File: src/rtl/game_sequencer.sv
// game_sequencer: top-level game flow controller.
// It moves the game through title, roaming, battle intro, battle, post-battle
// and end screens, and tracks which elite battle is current.
module game_sequencer #(
  parameter int          NUM_BATTLES  = 5,
  parameter int          INTRO_FRAMES = 30,
  parameter logic [7:0]  ENTER_KEY    = 8'h28
) (
  input  logic       Clk,
  input  logic       Reset,
  input  logic       frame_clk,
  input  logic [7:0] keycode,
  input  logic       start_battle,
  input  logic       new_room,
  input  logic       battle_won,
  input  logic       battle_lost,
  output logic       is_start,
  output logic       is_roam,
  output logic       is_battle,
  output logic [2:0] cur_battle,
  output logic       battle_begin,
  output logic       intro_active,
  output logic [7:0] intro_count,
  output logic       game_won,
  output logic       game_over
);

  typedef enum logic [2:0] {
    S_TITLE,
    S_ROAM,
    S_INTRO,
    S_BATTLE,
    S_POST,
    S_WIN,
    S_LOSE
  } state_t;

  localparam logic [2:0] LAST_BATTLE = 3'(NUM_BATTLES - 1);
  localparam logic [7:0] INTRO_LAST  = 8'(INTRO_FRAMES);

  state_t     state;
  state_t     state_next;
  logic [2:0] cur_battle_next;
  logic [7:0] intro_count_next;
  logic       frame_q;
  logic       frame_qq;
  logic       enter_q;
  logic       fe;
  logic       ce;

  // Sample frame_clk and the confirm key so rising edges / fresh presses can be detected.
  always_ff @(posedge Clk) begin
    if (Reset) begin
      frame_q  <= 1'b0;
      frame_qq <= 1'b0;
      enter_q  <= 1'b0;
    end else begin
      frame_q  <= frame_clk;
      frame_qq <= frame_q;
      enter_q  <= (keycode == ENTER_KEY);
    end
  end

  assign fe = frame_q & ~frame_qq;
  assign ce = (keycode == ENTER_KEY) & ~enter_q;

  // State register plus the battle index, intro counter and battle-entry pulse.
  always_ff @(posedge Clk) begin
    if (Reset) begin
      state        <= S_TITLE;
      cur_battle   <= 3'd0;
      intro_count  <= 8'd0;
      battle_begin <= 1'b0;
    end else begin
      state        <= state_next;
      cur_battle   <= cur_battle_next;
      intro_count  <= intro_count_next;
      battle_begin <= (state == S_INTRO) && (state_next == S_BATTLE);
    end
  end

  // Next-state and next-counter logic; pulses not relevant to a state are ignored.
  always_comb begin
    state_next       = state;
    cur_battle_next  = cur_battle;
    intro_count_next = intro_count;
    case (state)
      S_TITLE: begin
        if (ce) begin
          state_next      = S_ROAM;
          cur_battle_next = 3'd0;
        end
      end
      S_ROAM: begin
        if (start_battle) begin
          state_next       = S_INTRO;
          intro_count_next = 8'd0;
        end
      end
      S_INTRO: begin
        if (fe) begin
          intro_count_next = intro_count + 8'd1;
          if (intro_count + 8'd1 == INTRO_LAST) begin
            state_next = S_BATTLE;
          end
        end
      end
      S_BATTLE: begin
        if (battle_lost) begin
          state_next = S_LOSE;
        end else if (battle_won) begin
          state_next = (cur_battle == LAST_BATTLE) ? S_WIN : S_POST;
        end
      end
      S_POST: begin
        if (new_room) begin
          state_next = S_ROAM;
          if (cur_battle != LAST_BATTLE) begin
            cur_battle_next = cur_battle + 3'd1;
          end
        end
      end
      S_WIN, S_LOSE: begin
        if (ce) begin
          state_next      = S_TITLE;
          cur_battle_next = 3'd0;
        end
      end
      default: begin
        state_next = S_TITLE;
      end
    endcase
  end

  // Moore output decode from the registered state; exactly one flag is high.
  always_comb begin
    is_start     = 1'b0;
    is_roam      = 1'b0;
    is_battle    = 1'b0;
    intro_active = 1'b0;
    game_won     = 1'b0;
    game_over    = 1'b0;
    case (state)
      S_TITLE:        is_start     = 1'b1;
      S_ROAM, S_POST: is_roam      = 1'b1;
      S_INTRO:        intro_active = 1'b1;
      S_BATTLE:       is_battle    = 1'b1;
      S_WIN:          game_won     = 1'b1;
      S_LOSE:         game_over    = 1'b1;
      default:        is_start     = 1'b1;
    endcase
  end

endmodule

File: config.mk
export PLATFORM = sky130hd
export DESIGN_NAME = game_sequencer
export DESIGN_NICKNAME = d
export VERILOG_FILES = /design/src/rtl/game_sequencer.sv
export SDC_FILE = /design/constraint.sdc
export NUM_CORES = 1
export LEC_CHECK = 0
export CORE_ASPECT_RATIO = 1.5
export CORE_MARGIN = 1.5
export CORE_UTILIZATION = 40
export DETAILED_ROUTE_END_ITERATION = 7
export PLACE_DENSITY = 0.69
export SYNTH_ARGS = -nofsm -noshare
export SYNTH_HDL_FRONTEND = slang
export SYNTH_SLANG_ARGS = --single-unit
File: constraint.sdc
create_clock -name Clk -period 2.9 [get_ports Clk]
set_input_delay 0.435 -clock Clk [delete_from_list [all_inputs] [get_ports Clk]]
set_output_delay 0.435 -clock Clk [all_outputs]
set_load 0.01 [all_outputs]
# == Word level (Yosys, flattened, before mapping) ==
# Cells that the tools add are included.
# totals
register_bits,18
word_cells,62
# classes
add_sub_neg,2
bitwise_logic,4
n_eq_ne,16
n_reduce_logical,10
n_mux,23
# op_table
operator,n
3-bit 2-to-1 mux,11
3-bit case mux with 6 select lines,1
8-bit 2-to-1 mux,2
8-bit case mux with 2 select lines,1
3-bit == test (second input constant),4
3-bit by 2-bit == test with 1-bit output (second input constant),3
8-bit by 1-bit adder with 8-bit output (second input constant),1
8-bit by 5-bit == test with 1-bit output (second input constant),1
8-bit by 6-bit == test with 1-bit output (second input constant),1
2-bit inequality test (second input constant),4
1-bit 2-to-1 mux,7
3-bit case mux with 2 select lines,1
6-bit OR reduction,1
4-bit AND reduction,1
2-bit nonzero test,2
2-bit OR reduction,2
3-bit by 1-bit adder with 3-bit output (second input constant),1
3-bit by 1-bit == test with 1-bit output (second input constant),1
3-bit logical NOT,1
3-bit inequality test (second input constant),1
3-bit AND reduction,1
3-bit OR reduction,1
1-bit bitwise AND,2
2-bit by 1-bit inequality test with 1-bit output (second input constant),1
other kinds (2),3

# == Longest topological paths before layout ==
# depth
depth_word,7
ltp_mapped,8
mapped_depth_nobuf,7

# == Least setup slack after synthesis ==
# OpenSTA, ideal clock, no wires.
# synth_timing
path_kind,reg-to-reg
from,register intro_count[0]
to,register state[0]
setup_slack_ns,1.214
setup_time_ns,0.059
path_stages_with_launch,7
synth_period_minus_slack_ns,1.686
t_arrival_ns,1.626
path_cell_list,dfxtp_1 > ha_1 > and3_1 > nand3_1 > mux2i_1 > nor4_1 > o31a_1
# synth_via
elab_chain_cells,5
# synth_rtl
element,line_no,text
start: declaration,23,"output logic [7:0] intro_count,"
start signal: assignment,77,intro_count <= intro_count_next;
8-bit by 1-bit adder with 8-bit output,103,if (intro_count + 8'd1 == INTRO_LAST) begin
8-bit by 5-bit == test with 1-bit output,103,
3-bit 2-to-1 mux,103,
3-bit 2-to-1 mux,101,if (fe) begin
3-bit case mux with 6 select lines,87,case (state)
end signal: assignment,75,state <= state_next;
end: declaration,41,state_t state;
# Every way passes these cells.
# A chain may end at the register's enable or synchronous reset.

# == Worst setup path after layout ==
# layout_timing
from,register state[1]
to,output intro_active
# layout_via
elab_chain_cells,2
# layout_rtl
element,line_no,text
3-bit by 2-bit == test with 1-bit output,143,case (state)
1-bit 2-to-1 mux,143,
end: declaration,22,"output logic intro_active,"
# Every way passes these cells.

==> metrics <==
CTS buffer count=3; outcome=complete, no violations; CP Max Fanout=17; Area contributors post-synth=dfxtp_1 (32%), a21oi_1 (8.3%), ha_1 (4.4%); Mapped Cells=144; Root Driver=clkbuf_8; WP buf/inv=2; Rel. slew slack=62.5%; Unique masters post-synth=between 40 and 50; pre-CTS WS=0.747 ns; Post-synth top cells=a21oi_1 (19), dfxtp_1 (18), nand2_1 (13), nor2_1 (13), o21ai_0 (10); switching share of power=19.3%; CP required=between 2 and 2.5 ns; CP top delay family=flip-flops; final setup margin=0.542 ns; Area Overhead vs Synth=33.9%; Initial Utilization=42.2%; dpl cells=~210; I/O Buffers=32; CP cell instances=nor2b_4 > nand2_4 > inv_6 > clkdlybuf4s50_1; cell with the most instances after synthesis=a21oi_1; yosys warns=0; Max VDD drop=0.207 mV; antenna fix cells=0; Reg2Reg Setup Slack=0.96 ns; Worst-path clk slew=0.06 ns; CP peak stage delay=0.65 ns; worst skew pair latency=0.25 ns; first-pass GRT wire length=4.37 mm; Worst-Margin Slew=0.562 ns; share of cells above drive strength 1=6.90%; CTS Sinks=18; Final ANT Viol Nets=0; CP max-delay cell=dfxtp_1; gpl congestion=0.801; Tot Pwr=0.000450 W; Crit path arrival time=between 1.5 and 2 ns; fin crit share=between 80% and 90%; Routed WL per cell=13.1 um; final hold vios=0; Worst Setup SP=state[1]; Detailed Route WL=2.76 mm; row count=23; DRC errors left=0; critical path endpoint category=primary output; Max Clock Skew=0.00318 ns; gr ovfl total=0; largest net degree at the start of global routing=18; FFs w/ async S/R, synth=0%; Seq/Total Area, Yosys=31.6%; Synth area leader=dfxtp_1; leakage power=0.563 nW; Core Region=2710 um^2; Crit Path Class=reg -> out; Detailed Place HPWL=2.08 mm; #FFs+latches synth=18; RSZ-0062 raised after global routing=no; DR vias=1155; Post-CTS Hold Buffers=0; synthesized area per cell=7.92 um^2; PwrDens=295 nW/um^2; Highest Clock Rate=424 MHz; # resized after CTS=0; I/O pins=33; Setup Fix Bufs, Post-CTS=0; Multi-input gate area=~730 um^2; die area=~3200 um^2; Syn Nets=163; Sum Neg Setup Slack=0 ns; post-layout minimum cycle time=2.36 ns; nets@finish=between 150 and 200; Layout fillers=285; CTS Buffer Depth=2; cell-internal power=0.000363 W; top cell type's share of synthesized area=31.6%; number of flops mapped to enable cells by yosys=0; hold_sp=frame_q; initial antenna violation count=0; Worst Setup Start Kind=flop; total of max-cap violations=0; met2 usage=31.8%; hold slack=slightly below 0.5 ns; Iter 0 DRT Violations=27; die width=46.6 um; busiest grt layer=met2; TritonCTS clock tree=built; die height=68.4 um; vias in the first global route=1040; Switch Pwr=0.0000867 W; 1st-pass router iterations=4; M1 GR Usage=a little over a fifth; H-tree depth=1; Post-Layout Cell Count=~210; Top FF cell, synth=dfxtp_1; Synth Cell Area=1140 um^2; Flop pwr share=55.6%; max-slew violations=0; worst hold-check path type=reg -> reg; total track usage=between 10% and 20%; register area=360 um^2; Comb pwr share=7.7%; clock power share=a little under two fifths; vias per cell=5.47; final setup violation count=0; routing usage on met3=about 2.4%; R2R Path Start=state[1]
## metal layers
layer	part of all wire [%]	wire length, um
met4	1.7	46
met2	53	1460
met1	41	1140
met5	0	0
met3	3.8	104
## flip-flops by register name, indices dropped and copies added (netlist names)
signal,flops
cur_battle,3
intro_count,8
frame_qq,1
enter_q,1
state,3
battle_begin,1
frame_q,1
## placed cells by master (no fill, tap or decap), types with 2 or more instances in the layout
cell type,count
a21o_1,3
or3_1,4
nand4b_1,3
nand3b_1,2
a21oi_1,19
xor2_1,3
clkdlybuf4s50_1,32
nor2_1,13
dfxtp_1,18
clkbuf_8,3
nand4_1,2
o21ai_0,10
nor3_1,2
a31oi_1,2
nand2_1,13
and3_1,2
o31a_1,2
nor2b_1,3
nand2b_1,3
nor4b_2,2
and2_1,2
ha_1,4
inv_1,3
nand3_1,5
o22ai_1,2
nand2_4,2
## power by group through the flow
stage,clock (W),combinational [W],sequential [W]
4_1_cts,0.000169,0.0000349,0.000250
5_1_grt,0.000184,0.0000372,0.000250
3_3_place_gp,0,0.0000342,0.000256
2_1_floorplan,0,0.0000105,0.000255
6_report,0.000165,0.0000348,0.000250
3_5_place_dp,0,0.0000345,0.000256
## final cells by class
cell class                 count  share of cell area [%]
clock buffer                   3                    2.70
inverter                       5                    1.56
multi-input combinational    115                    47.7
sequential                    18                    23.6
tap                           37                    3.03
timing repair buffer          33                    21.5
## through the flow
step,util [%],cell area (um^2)
after floorplan,-,1140
after global placement,54.9,1490
after detailed placement,54.9,1490
after CTS,56.5,1530
after global routing,56.5,1530
final,56.5,1530
## logic make-up after synthesis
logic type	Yosys count	share of synthesized area (%)
multiplexers	1	0.877
AO/OA/AOI/OAI	41	20.6
flip-flops	18	31.6
buffers and inverters	11	4.61
adder cells (fa/ha/maj)	4	4.39
XOR/XNOR	3	2.30
AND/OR/NAND/NOR	66	35.6
## worst paths after layout
path | cells after the start | endpoint
min | 1 | frame_qq
max reg2reg | 6 | intro_count[7]
min reg2reg | 1 | frame_qq
max | 4 | intro_active
Note: power is estimated with default switching activity, not from simulation.
